`src/rtl/peripheral_screen_capture_pkg.sv`:
```
// Shared constants for the HUB75 capture peripheral:
// register offsets, FSM encoding and panel bundle layout.
package peripheral_screen_capture_pkg;

    localparam logic [2:0] REG_CTRL     = 3'd0;
    localparam logic [2:0] REG_PIX      = 3'd1;
    localparam logic [2:0] REG_LATCHCNT = 3'd2;

    localparam int ROW_PIXELS = 64;
    localparam int PIX_W      = 6;
    localparam int ROW_W      = 5;
    localparam int CNT_W      = 7;

    // Pixel bit positions inside {B1,G1,R1,B0,G0,R0}
    localparam int PIX_R0 = 0;
    localparam int PIX_G0 = 1;
    localparam int PIX_B0 = 2;
    localparam int PIX_R1 = 3;
    localparam int PIX_G1 = 4;
    localparam int PIX_B1 = 5;

    // Synchronised panel bundle; edge-detected bits sit at the bottom
    localparam int BIT_CLK   = 0;
    localparam int BIT_LATCH = 1;
    localparam int PIX_LSB   = 2;
    localparam int BIT_BLANK = PIX_LSB + PIX_W;
    localparam int ROW_LSB   = BIT_BLANK + 1;
    localparam int PANEL_W   = ROW_LSB + ROW_W;
    localparam int EDGE_W    = 2;

    typedef enum logic [1:0] {
        ST_IDLE    = 2'd0,
        ST_WAIT    = 2'd1,
        ST_CAPTURE = 2'd2,
        ST_DONE    = 2'd3
    } cap_state_t;

    function automatic logic [31:0] make_status(
        input cap_state_t       st,
        input logic             done,
        input logic             overrun,
        input logic             blank,
        input logic [ROW_W-1:0] cap_row,
        input logic [CNT_W-1:0] count
    );
        return {9'b0, count, 3'b0, cap_row, 3'b0,
                blank, overrun, done, st};
    endfunction

endpackage

```
`src/rtl/peripheral_screen_capture_sync_edge.sv`:
```
// Two-flop synchroniser for the panel bundle, with rising-edge
// detection on the low EDGE_W bits via a third flop.
module screen_sync_edge #(
    parameter int W      = 8,
    parameter int EDGE_W = 1
) (
    input  logic          clk,
    input  logic          rst,
    input  logic [W-1:0]  i_d,
    output logic [W-1:0]  o_q,
    output logic [EDGE_W-1:0] o_rise
);

    logic [W-1:0]      r_s1;
    logic [W-1:0]      r_s2;
    logic [EDGE_W-1:0] r_s3;

    always_ff @(posedge clk or posedge rst) begin
        if (rst) begin
            r_s1 <= '0;
            r_s2 <= '0;
            r_s3 <= '0;
        end else begin
            r_s1 <= i_d;
            r_s2 <= r_s1;
            r_s3 <= r_s2[EDGE_W-1:0];
        end
    end

    assign o_q    = r_s2;
    assign o_rise = r_s2[EDGE_W-1:0] & ~r_s3;

endmodule

```
`src/rtl/peripheral_screen_capture.sv`:
```
// HUB75 capture peripheral: records one selected panel row into a
// 64x6 buffer that the CPU reads back over the peripheral bus.
module peripheral_screen_capture
    import peripheral_screen_capture_pkg::*;
#(
    parameter int clk_freq = 25000000
) (
    input  logic        clk,
    input  logic        rst,
    input  logic        cs,
    input  logic        rd,
    input  logic        wr,
    input  logic [31:0] d_in,
    input  logic [4:2]  addr,
    output logic [31:0] d_out,
    input  logic        clk_screen,
    input  logic        R0,
    input  logic        G0,
    input  logic        B0,
    input  logic        R1,
    input  logic        G1,
    input  logic        B1,
    input  logic        blank,
    input  logic        latch,
    input  logic [4:0]  row
);

    logic [PANEL_W-1:0] w_panel;
    logic [PANEL_W-1:0] w_sync;
    logic [EDGE_W-1:0]  w_rise;
    logic [PIX_W-1:0]   w_pixel;
    logic [ROW_W-1:0]   w_row;
    logic               w_blank;
    logic               w_shift;
    logic               w_latch;

    assign w_panel = {row, blank, B1, G1, R1, B0, G0, R0,
                      latch, clk_screen};

    screen_sync_edge #(
        .W      (PANEL_W),
        .EDGE_W (EDGE_W)
    ) u_sync (
        .clk    (clk),
        .rst    (rst),
        .i_d    (w_panel),
        .o_q    (w_sync),
        .o_rise (w_rise)
    );

    assign w_pixel = w_sync[PIX_LSB +: PIX_W];
    assign w_row   = w_sync[ROW_LSB +: ROW_W];
    assign w_blank = w_sync[BIT_BLANK];
    assign w_shift = w_rise[BIT_CLK];
    assign w_latch = w_rise[BIT_LATCH];

    cap_state_t         r_state;
    cap_state_t         w_next;
    logic               r_done;
    logic               r_overrun;
    logic [CNT_W-1:0]   r_count;
    logic [ROW_W-1:0]   r_target;
    logic [ROW_W-1:0]   r_cap_row;
    logic [PIX_W-1:0]   r_index;
    logic [31:0]        r_latch_cnt;
    logic [PIX_W-1:0]   r_pix [ROW_PIXELS];

    logic w_ctrl_wr;
    logic w_arm;
    logic w_idx_wr;

    assign w_ctrl_wr = cs & wr & (addr == REG_CTRL);
    assign w_arm     = w_ctrl_wr & d_in[0];
    assign w_idx_wr  = cs & wr & (addr == REG_PIX);

    always_ff @(posedge clk or posedge rst) begin
        if (rst) r_state <= ST_IDLE;
        else     r_state <= w_next;
    end

    logic w_cap;
    logic w_store;
    logic w_over_set;
    logic w_match;
    logic w_restart;

    // CPU control writes mask panel edges for that cycle
    always_comb begin
        w_cap      = (r_state == ST_CAPTURE) & ~w_ctrl_wr;
        w_store    = w_cap & w_shift & ~r_count[CNT_W-1];
        w_over_set = w_cap & w_shift & r_count[CNT_W-1];
        w_match    = w_cap & w_latch & (w_row == r_target);
        w_restart  = (w_cap & w_latch & (w_row != r_target))
                   | ((r_state == ST_WAIT) & ~w_ctrl_wr & w_latch);
    end

    always_comb begin
        w_next = r_state;
        if (w_ctrl_wr) begin
            w_next = w_arm ? ST_WAIT : ST_IDLE;
        end else begin
            case (r_state)
                ST_WAIT:    if (w_latch) w_next = ST_CAPTURE;
                ST_CAPTURE: if (w_match) w_next = ST_DONE;
                default:    w_next = r_state;
            endcase
        end
    end

    always_ff @(posedge clk or posedge rst) begin
        if (rst) begin
            r_done      <= 1'b0;
            r_overrun   <= 1'b0;
            r_count     <= '0;
            r_target    <= '0;
            r_cap_row   <= '0;
            r_index     <= '0;
            r_latch_cnt <= '0;
        end else begin
            if (w_ctrl_wr) r_target <= d_in[12:8];
            if (w_idx_wr)  r_index  <= d_in[5:0];
            if (w_latch)   r_latch_cnt <= r_latch_cnt + 32'd1;
            if (w_arm) begin
                r_done    <= 1'b0;
                r_overrun <= 1'b0;
                r_count   <= '0;
            end
            if (w_store)    r_count   <= r_count + 7'd1;
            if (w_over_set) r_overrun <= 1'b1;
            // A latch is applied after any same-cycle shift
            if (w_restart)  r_count   <= '0;
            if (w_match) begin
                r_done    <= 1'b1;
                r_cap_row <= w_row;
            end
        end
    end

    always_ff @(posedge clk or posedge rst) begin
        if (rst) begin
            for (int i = 0; i < ROW_PIXELS; i++) r_pix[i] <= '0;
        end else if (w_store) begin
            r_pix[r_count[PIX_W-1:0]] <= w_pixel;
        end
    end

    logic [31:0] w_rdata;

    always_comb begin
        w_rdata = '0;
        case (addr)
            REG_CTRL:     w_rdata = make_status(r_state, r_done,
                              r_overrun, w_blank, r_cap_row, r_count);
            REG_PIX:      w_rdata = {26'b0, r_pix[r_index]};
            REG_LATCHCNT: w_rdata = r_latch_cnt;
            default:      w_rdata = '0;
        endcase
    end

    always_ff @(posedge clk or posedge rst) begin
        if (rst)           d_out <= '0;
        else if (cs && rd) d_out <= w_rdata;
    end

endmodule
```
`config.mk`:
```
export PLATFORM = sky130hd
export DESIGN_NAME = peripheral_screen_capture
export DESIGN_NICKNAME = d
export VERILOG_FILES = /design/src/rtl/peripheral_screen_capture_pkg.sv /design/src/rtl/peripheral_screen_capture_sync_edge.sv /design/src/rtl/peripheral_screen_capture.sv
export SDC_FILE = /design/constraint.sdc
export NUM_CORES = 1
export LEC_CHECK = 0
export BUFFER_PORTS_ARGS = -buffer_cell sky130_fd_sc_hd__buf_2
export CAP_MARGIN = 20
export CELL_PAD_IN_SITES_DETAIL_PLACEMENT = 1
export CELL_PAD_IN_SITES_GLOBAL_PLACEMENT = 2
export CORE_UTILIZATION = 41
export DETAILED_ROUTE_END_ITERATION = 7
export GPL_TIMING_DRIVEN = 1
export PLACE_DENSITY = 0.83
export SLEW_MARGIN = 20
export SYNTH_ARGS = -nofsm -noshare
export SYNTH_HDL_FRONTEND = slang
export SYNTH_SLANG_ARGS = --single-unit
```
`constraint.sdc`:
```
create_clock -name clk -period 15.2 [get_ports clk]
set_input_delay 0 -clock clk [delete_from_list [all_inputs] [get_ports clk]]
set_output_delay 0 -clock clk [all_outputs]
set_load 0.02 [all_outputs]
```
==> results.py, run 1 <==
metrics = {
    "outcome": {
        "status": "completed",
    },
    "routing": {
        "drc": 0,
        "drt-total-wl_microns": 56700,
        "drtPass1Iterations": 5,
        "wl_per_cell_microns": 24.3,
        "ant_nets": 0,
        "num_vias": 13265,
        "via_per_inst": 5.69,
        "drtIter0Drc": 743,
    },
    "cts": {
        "cts_made_buffers": 55,
        "clkTransAtPathRegs_ns": 0.06,
        "clock_latency_ns": 0.61,
        "cts_tree": "yes",
        "clockRootBuffer": "clkbuf_16",
        "cts_max_level": 2,
        "post-cts-setup-buffer-count": 0,
        "ctsResizeCount": 0,
        "clk_path_buf_depth": 3,
        "clock_sinks": 505,
    },
    "floorplan": {
        "die_w_microns": 236,
        "fp-row-count": 85,
        "chipHeight_microns": 236,
        "coreArea_sq_um": 54000,
        "initial_utilization": 0.416,
        "die-area_sq_um": 55700,
        "io_pins": 86,
    },
    "timing": {
        "max-slew-margin-rel": 0.215,
        "worst_pin_slew_ns": 1.17,
        "maxSlewViolCount": 0,
        "finClkSkew_ns": 0.0185,
        "period_needed_ns": 4.09,
        "post-route-period-util": 0.269,
        "fmax_mhz": 244,
        "setup_slack_ns": 11.11,
        "hold_violations": 0,
        "setup_violations": 0,
        "tns_ns": 0,
        "rsz0062_at_grt": "false",
    },
    "grt": {
        "grt_use_met2": 0.350,
        "met1_usage": 0.282,
        "first_global_vias": 14794,
        "grt_usage": 0.212,
        "antenna_found_initial": 0,
        "grt-busiest-layer": "met2",
        "grt_max_degree": 185,
        "use_met3": 0.0383,
        "overflow": 0,
        "grt_pass1_wl_microns": 90800,
    },
    "placed_design": {
        "gp_congestion": 0.812,
        "port_buffers": 64,
        "dp_hpwl_microns": 34800,
        "pre_cts_ws_ns": 11.06,
    },
    "logic_synthesis": {
        "synth-seq-cells": 505,
        "syn_avg_cell_area_sq_um": 14.8,
        "synth_top_family_by_area": "multiplexers",
        "async_flop_share": 1.00,
        "yosysMostFrequentCell": "dfrtp_1",
        "ys_top_cells_by_area": "dfrtp_1 (56%), mux2_2 (20%), mux4_2 (10%)",
        "synth_xor_area_frac": 0.0148,
        "synth-edff-count": 0,
        "netlist_area_sq_um": 22500,
        "synthTopCellsByCount": "dfrtp_1 (505), mux2_2 (404), nand2_1 (103)",
        "synth_top_area_frac": 0.563,
        "synth-seq-area-share": 0.563,
        "synth_mux_area_frac": 0.320,
        "synth_fa_ha_area_frac": 0.00111,
        "ys_warn_count": 0,
        "synth_cell_type_count": 55,
        "synth_top_area_cell": "dfrtp_1",
        "synth_compound_area_frac": 0.0249,
        "synthFlopType": "dfrtp_1",
        "synthSimpleGateAreaFrac": 0.0577,
        "syn_inst": 1520,
        "syn-num-nets": 1576,
    },
    "power_and_ir_drop": {
        "irDropWorstVdd_v": 0.0000756,
        "p_per_area_nw_per_um2": 126,
        "p_leak_nw": 12.2,
    },
    "worst_setup_path": {
        "critical_path_class": "reg2reg",
        "r2r-end": "d_out[4]",
        "reg2reg_from": "r_index[1]",
        "path_max_fanout": 41,
        "r2r_cells": 8,
        "crit_required_ns": 15.66,
        "arrival_ns": 4.55,
        "cp-endpoint": "d_out[4]",
        "crit_start": "r_index[1]",
        "critPathLaunchType": "flip-flop",
        "reg2reg_slack_ns": 11.11,
        "endpoint_kind": "flip-flop",
    },
    "job": {
        "drv_cap": 0,
    },
    "hold_path": {
        "hp-class": "in2reg",
    },
    "finish": {
        "drive_gt1_frac": 0.429,
        "fillers": 5255,
        "n_antenna_cell": 0,
        "ff_latch_area_sq_um": 12700,
        "multi_input_area_sq_um": 9410,
        "area_growth_pct": 14.2,
        "post-route-util": 0.475,
        "nNetsFinal": 1650,
    },
}
==> logic make-up after synthesis <==
family	Yosys count
mux	542
flops	505
simple gates	250
buf+inv	105
compound gates	78
xor+xnor	38
fa+ha+maj	2
==> layer usage <==
layer	vias to the layer above	wire, microns
met1	7148	24400
met3	105	2460
met5	-	0
li1	5738	-
met4	0	1740
met2	274	28000
==> placed cells by master (no fill, tap or decap), drive strengths merged, types with 3 or more instances in the layout <==
cell	count
clkbuf	80
dfrtp	505
bufinv	5
o22ai	3
nor4b	3
dlygate4sd3	35
xor2	10
and3	5
inv	5
nand3b	4
a22o	17
mux2i	38
and2	4
or3	5
nand2b	7
or3b	3
nor4	6
nand4	11
mux4	100
a211oi	3
buf	83
a21oi	10
nand2	103
a221oi	4
clkinv	13
nand3	23
xnor2	28
o221ai	5
o21ai	17
nor3	15
o2111ai	4
a211o	4
nor2	43
nor2b	10
mux2	404
==> how the worst min path moves through the flow <==
stage,from,to,slack (ns),cells past startpoint
after floorplan,clk_screen,u_sync.r_s1[0],0.03,0
after CTS,row[4],u_sync.r_s1[13],0.002,2
after global routing,row[1],u_sync.r_s1[10],0.03,2
final,row[1],u_sync.r_s1[10],0.04,2
after global placement,G1,u_sync.r_s1[6],0.11,1
after detailed placement,R0,u_sync.r_s1[2],0.11,1
==> per-stage QoR <==
stage	hold slack [ns]	area, sq um	instances	power, mW
2_1_floorplan	0.0314	22500	1520	1.76
3_3_place_gp	0.108	23400	2197	1.87
3_5_place_dp	0.110	23400	2198	1.88
4_1_cts	0.00237	25600	2332	3.27
5_1_grt	0.0267	25700	2332	3.36
6_report	0.0366	25700	2332	3.24
==> where the power goes <==
group	total (mW)	switching [mW]	internal [mW]
logic	0.367	0.203	0.164
registers	1.50	0.0930	1.41
clock network	1.37	0.548	0.821
==> critical path, stage by stage (launching register included) <==
cell	delay, ns
dfrtp_4	0.96
buf_4	0.59
buf_4	0.59
mux4_2	0.58
nor2b_1	0.15
a211oi_1	0.49
a221oi_1	0.16
o211ai_1	0.19
o2111ai_1	0.14
==> layout make-up <==
class,count,share of cell area
Sequential cell,505,0.493
Multi-Input combinational cell,910,0.367
Timing Repair Buffer,118,0.0325
Inverter,4,0.000878
Clock buffer,80,0.0632
Tap cell,696,0.0339
Clock inverter,19,0.00932
==> timing repair <==
item,CTS,global route
hold endpoints to repair,160,0
endpoints found under the setup margin,0,0
hold buffers,35,0
==> sequential cells by signal, summed over array words and instances (netlist names), 5 cells and up <==
register	cells
r_pix	384
u_sync.o_q	14
r_latch_cnt	32
r_index	6
r_cap_row	5
r_target	5
d_out	32
r_count	7
u_sync.r_s1	14
No activity file was read; power rests on OpenSTA's default activity.
==> inputs of run 2 (changes only) <==
--- a/config.mk
+++ b/config.mk
@@ -5,11 +5,12 @@
 export SDC_FILE = /design/constraint.sdc
 export NUM_CORES = 1
 export LEC_CHECK = 0
+export ABC_AREA = 1
 export BUFFER_PORTS_ARGS = -buffer_cell sky130_fd_sc_hd__buf_2
 export CAP_MARGIN = 20
 export CELL_PAD_IN_SITES_DETAIL_PLACEMENT = 1
 export CELL_PAD_IN_SITES_GLOBAL_PLACEMENT = 2
-export CORE_UTILIZATION = 41
+export CORE_UTILIZATION = 34
 export DETAILED_ROUTE_END_ITERATION = 7
 export GPL_TIMING_DRIVEN = 1
 export PLACE_DENSITY = 0.83
==> constraint.sdc (replaced) <==
create_clock -name clk -period 3.7 [get_ports clk]
set_input_delay 0 -clock clk [delete_from_list [all_inputs] [get_ports clk]]
set_output_delay 0 -clock clk [all_outputs]
set_load 0.02 [all_outputs]
==> results.py, run 2 <==
metrics = {
    "outcome": {
        "status": "completed",
    },
    "logic_synthesis": {
        "synthFlopType": "dfrtp_1",
        "synth-edff-count": 0,
        "async_flop_share": 1.00,
        "syn_avg_cell_area_sq_um": 8.17,
        "synth-seq-cells": 505,
        "synthTopCellsByCount": "nand2_1 (1104), dfrtp_1 (505), nand3_1 (343), o21ai_0 (343), clkbuf_1 (129)",
        "netlist_area_sq_um": 22600,
        "synth_top_area_cell": "dfrtp_1",
        "yosysMostFrequentCell": "nand2_1",
        "syn-num-nets": 2819,
        "synth-seq-area-share": 0.560,
        "ys_top_cells_by_area": "dfrtp_1 (56%), nand2_1 (18%), nand3_1 (7.6%)",
        "synth_top_area_frac": 0.560,
        "ys_warn_count": 0,
        "synth_cell_type_count": 32,
        "syn_inst": 2763,
    },
    "floorplan": {
        "chipHeight_microns": 260,
        "coreArea_sq_um": 65700,
        "fp-row-count": 94,
        "die_w_microns": 260,
        "die-area_sq_um": 67400,
        "io_pins": 86,
        "initial_utilization": 0.343,
    },
    "finish": {
        "finalInstanceArea_sq_um": 26200,
        "area_growth_pct": 16.3,
        "final_cell_mix": "nand2_1 (1104), dfrtp_1 (502), o21ai_0 (343), nand3_1 (343), buf_2 (64)",
        "final_common_cell": "nand2_1",
        "drive_gt1_frac": 0.0810,
        "layout.cells.non_filler": 3703,
        "top_regs": "r_pix (384), d_out (32), r_latch_cnt (32)",
        "nNetsFinal": 2851,
        "largest_reg_flops": 384,
        "post-route-util": 0.399,
        "top_register": "r_pix",
        "n_antenna_cell": 0,
    },
    "grt": {
        "grt_max_degree": 194,
        "antenna_found_initial": 0,
        "grt_usage": 0.214,
        "overflow": 0,
        "grt_pass1_wl_microns": 114000,
        "first_global_vias": 19939,
    },
    "routing": {
        "wirelength_met1_microns": 32400,
        "drt-total-wl_microns": 70800,
        "drtIter0Drc": 1320,
        "drc": 0,
        "drtPass1Iterations": 5,
        "via_per_inst": 5.17,
        "met3WireLength_microns": 2280,
        "ant_nets": 0,
        "num_vias": 19127,
        "route.met2.wl_microns": 34700,
        "dr.max_layer_used": "met4",
        "wl_per_cell_microns": 19.1,
    },
    "cts": {
        "cts_max_level": 2,
        "clock_latency_ns": 0.62,
        "clkTransAtPathRegs_ns": 0.06,
        "cts_tree": "yes",
        "clk_path_buf_depth": 3,
        "post-cts-setup-buffer-count": 0,
        "clock_sinks": 505,
        "clockRootBuffer": "clkbuf_16",
        "cts_made_buffers": 56,
    },
    "timing": {
        "finClkSkew_ns": 0.0252,
        "hold_violations": 0,
        "max-slew-margin-rel": 0.329,
        "fmax_mhz": 306,
        "setup_slack_ns": 0.429,
        "rsz0062_at_grt": "false",
        "period_needed_ns": 3.27,
        "post-route-period-util": 0.884,
        "maxSlewViolCount": 0,
        "worst_pin_slew_ns": 1.00,
        "setup_violations": 0,
    },
    "power_and_ir_drop": {
        "irDropWorstVdd_v": 0.000359,
        "p_leak_nw": 12.0,
        "p_per_area_nw_per_um2": 549,
    },
    "placed_design": {
        "pre_cts_ws_ns": 0.963,
        "dp_hpwl_microns": 43600,
        "post-place-cells": 3547,
        "gp_congestion": 0.796,
        "place_area_sq_um": 23700,
        "port_buffers": 64,
    },
    "hold_path": {
        "holdPathEnd": "u_sync.r_s1[12]",
        "hold_path.startpoint": "row[3]",
        "hp-class": "in2reg",
        "min_path_cells": 2,
    },
    "worst_setup_path": {
        "critical_path_class": "reg2reg",
        "arrival_ns": 3.76,
        "crit_top_cell": "nand2_1",
        "crit_chain": "inv_2, buf_12, nand3_1, nand3_1, nand2_1, nand2_1, nand3_1, nand3_1, nand2_1, nand2_1, nand2_1, nand2_1, nand2_1, dlygate4sd3_1",
        "critPathMaxStageDelay_ns": 0.62,
        "critPathLaunchType": "flip-flop",
        "r2r-end": "d_out[5]",
        "path_max_fanout": 54,
        "crit_required_ns": 4.19,
        "cpMaxStageDelayCell": "dfrtp_4",
        "endpoint_kind": "flip-flop",
        "reg2reg_slack_ns": 0.43,
        "reg2reg_from": "r_index[1]",
        "r2r_cells": 14,
    },
    "job": {
        "drv_cap": 0,
    },
}
-- run 2: changes by cell type after synthesis, sizes merged, moves of 11 or more --
| cell | before | now |
|---|---|---|
| clkbuf | 62 | 129 |
| mux2 | 404 | 0 |
| xnor2 | 28 | 5 |
| inv | 4 | 67 |
| xor2 | 10 | 32 |
| mux2i | 38 | 0 |
| a22o | 17 | 2 |
| nor2 | 43 | 32 |
| mux4 | 100 | 0 |
| buf | 39 | 65 |
| nand2 | 103 | 1105 |
| nand3 | 23 | 343 |
| o21ai | 17 | 396 |
-- run 2: layer usage --
layer | GRT usage | vias to the layer above
met5 | 0 | -
met4 | 0.0497 | 0
met3 | 0.0277 | 104
met2 | 0.366 | 288
met1 | 0.288 | 9695
li1 | - | 9040
-- run 2: final cells by class --
cell class,instances,area [sq um]
multi-input combinational,1989,8880
tap,864,1080
fill,7715,39500
sequential,505,12600
inverter,75,292
clock buffer,80,1590
clock inverter,22,355
timing repair buffer,168,1390
-- run 2: critical path: cells and delay by family (launching register included) --
| family | cells | cell delay, ns |
|---|---|---|
| buffers and inverters | 3 | 1.30 |
| AND/OR/NAND/NOR | 11 | 1.19 |
| flip-flops | 1 | 0.62 |
-- run 2: repair_timing --
item                      in CTS  in global routing
hold buffers                  54                  0
resized for setup              0                  0
hold endpoints to repair     122                  0
-- run 2: worst max-delay path by stage --
stage	cells past startpoint	end	startpoint
final	14	d_out[5]	r_index[1]
after CTS	14	d_out[5]	r_index[1]
after detailed placement	14	d_out[0]	r_index[0]
after floorplan	1	d_out[0]	rst
after global routing	14	d_out[5]	r_index[0]
after global placement	14	d_out[1]	r_index[0]
-- run 2: cells by family after synthesis --
group	count (synthesis)	synth area share
AOI/OAI and AO/OA	434	0.0982
xor gates and xnor gates	37	0.0144
adders and majority gates	2	0.00111
buffers and inverters	269	0.0470
DFF	505	0.560
and+or+nand+nor	1516	0.279
-- run 2: per-stage QoR --
stage | total power, mW | hold WS (ns) | setup TNS, ns
after floorplan | 7.58 | 0.0314 | -1592.98
after global placement | 8.41 | 0.108 | 0
after detailed placement | 8.47 | 0.109 | 0
after CTS | 14.6 | 0.00222 | 0
after global routing | 15.0 | 0.0268 | 0
final | 14.4 | 0.0349 | 0
-- run 2: report_power, final --
group | internal (mW) | switching (mW)
sequential | 5.82 | 0.258
combinational | 0.671 | 1.67
clock | 3.61 | 2.36
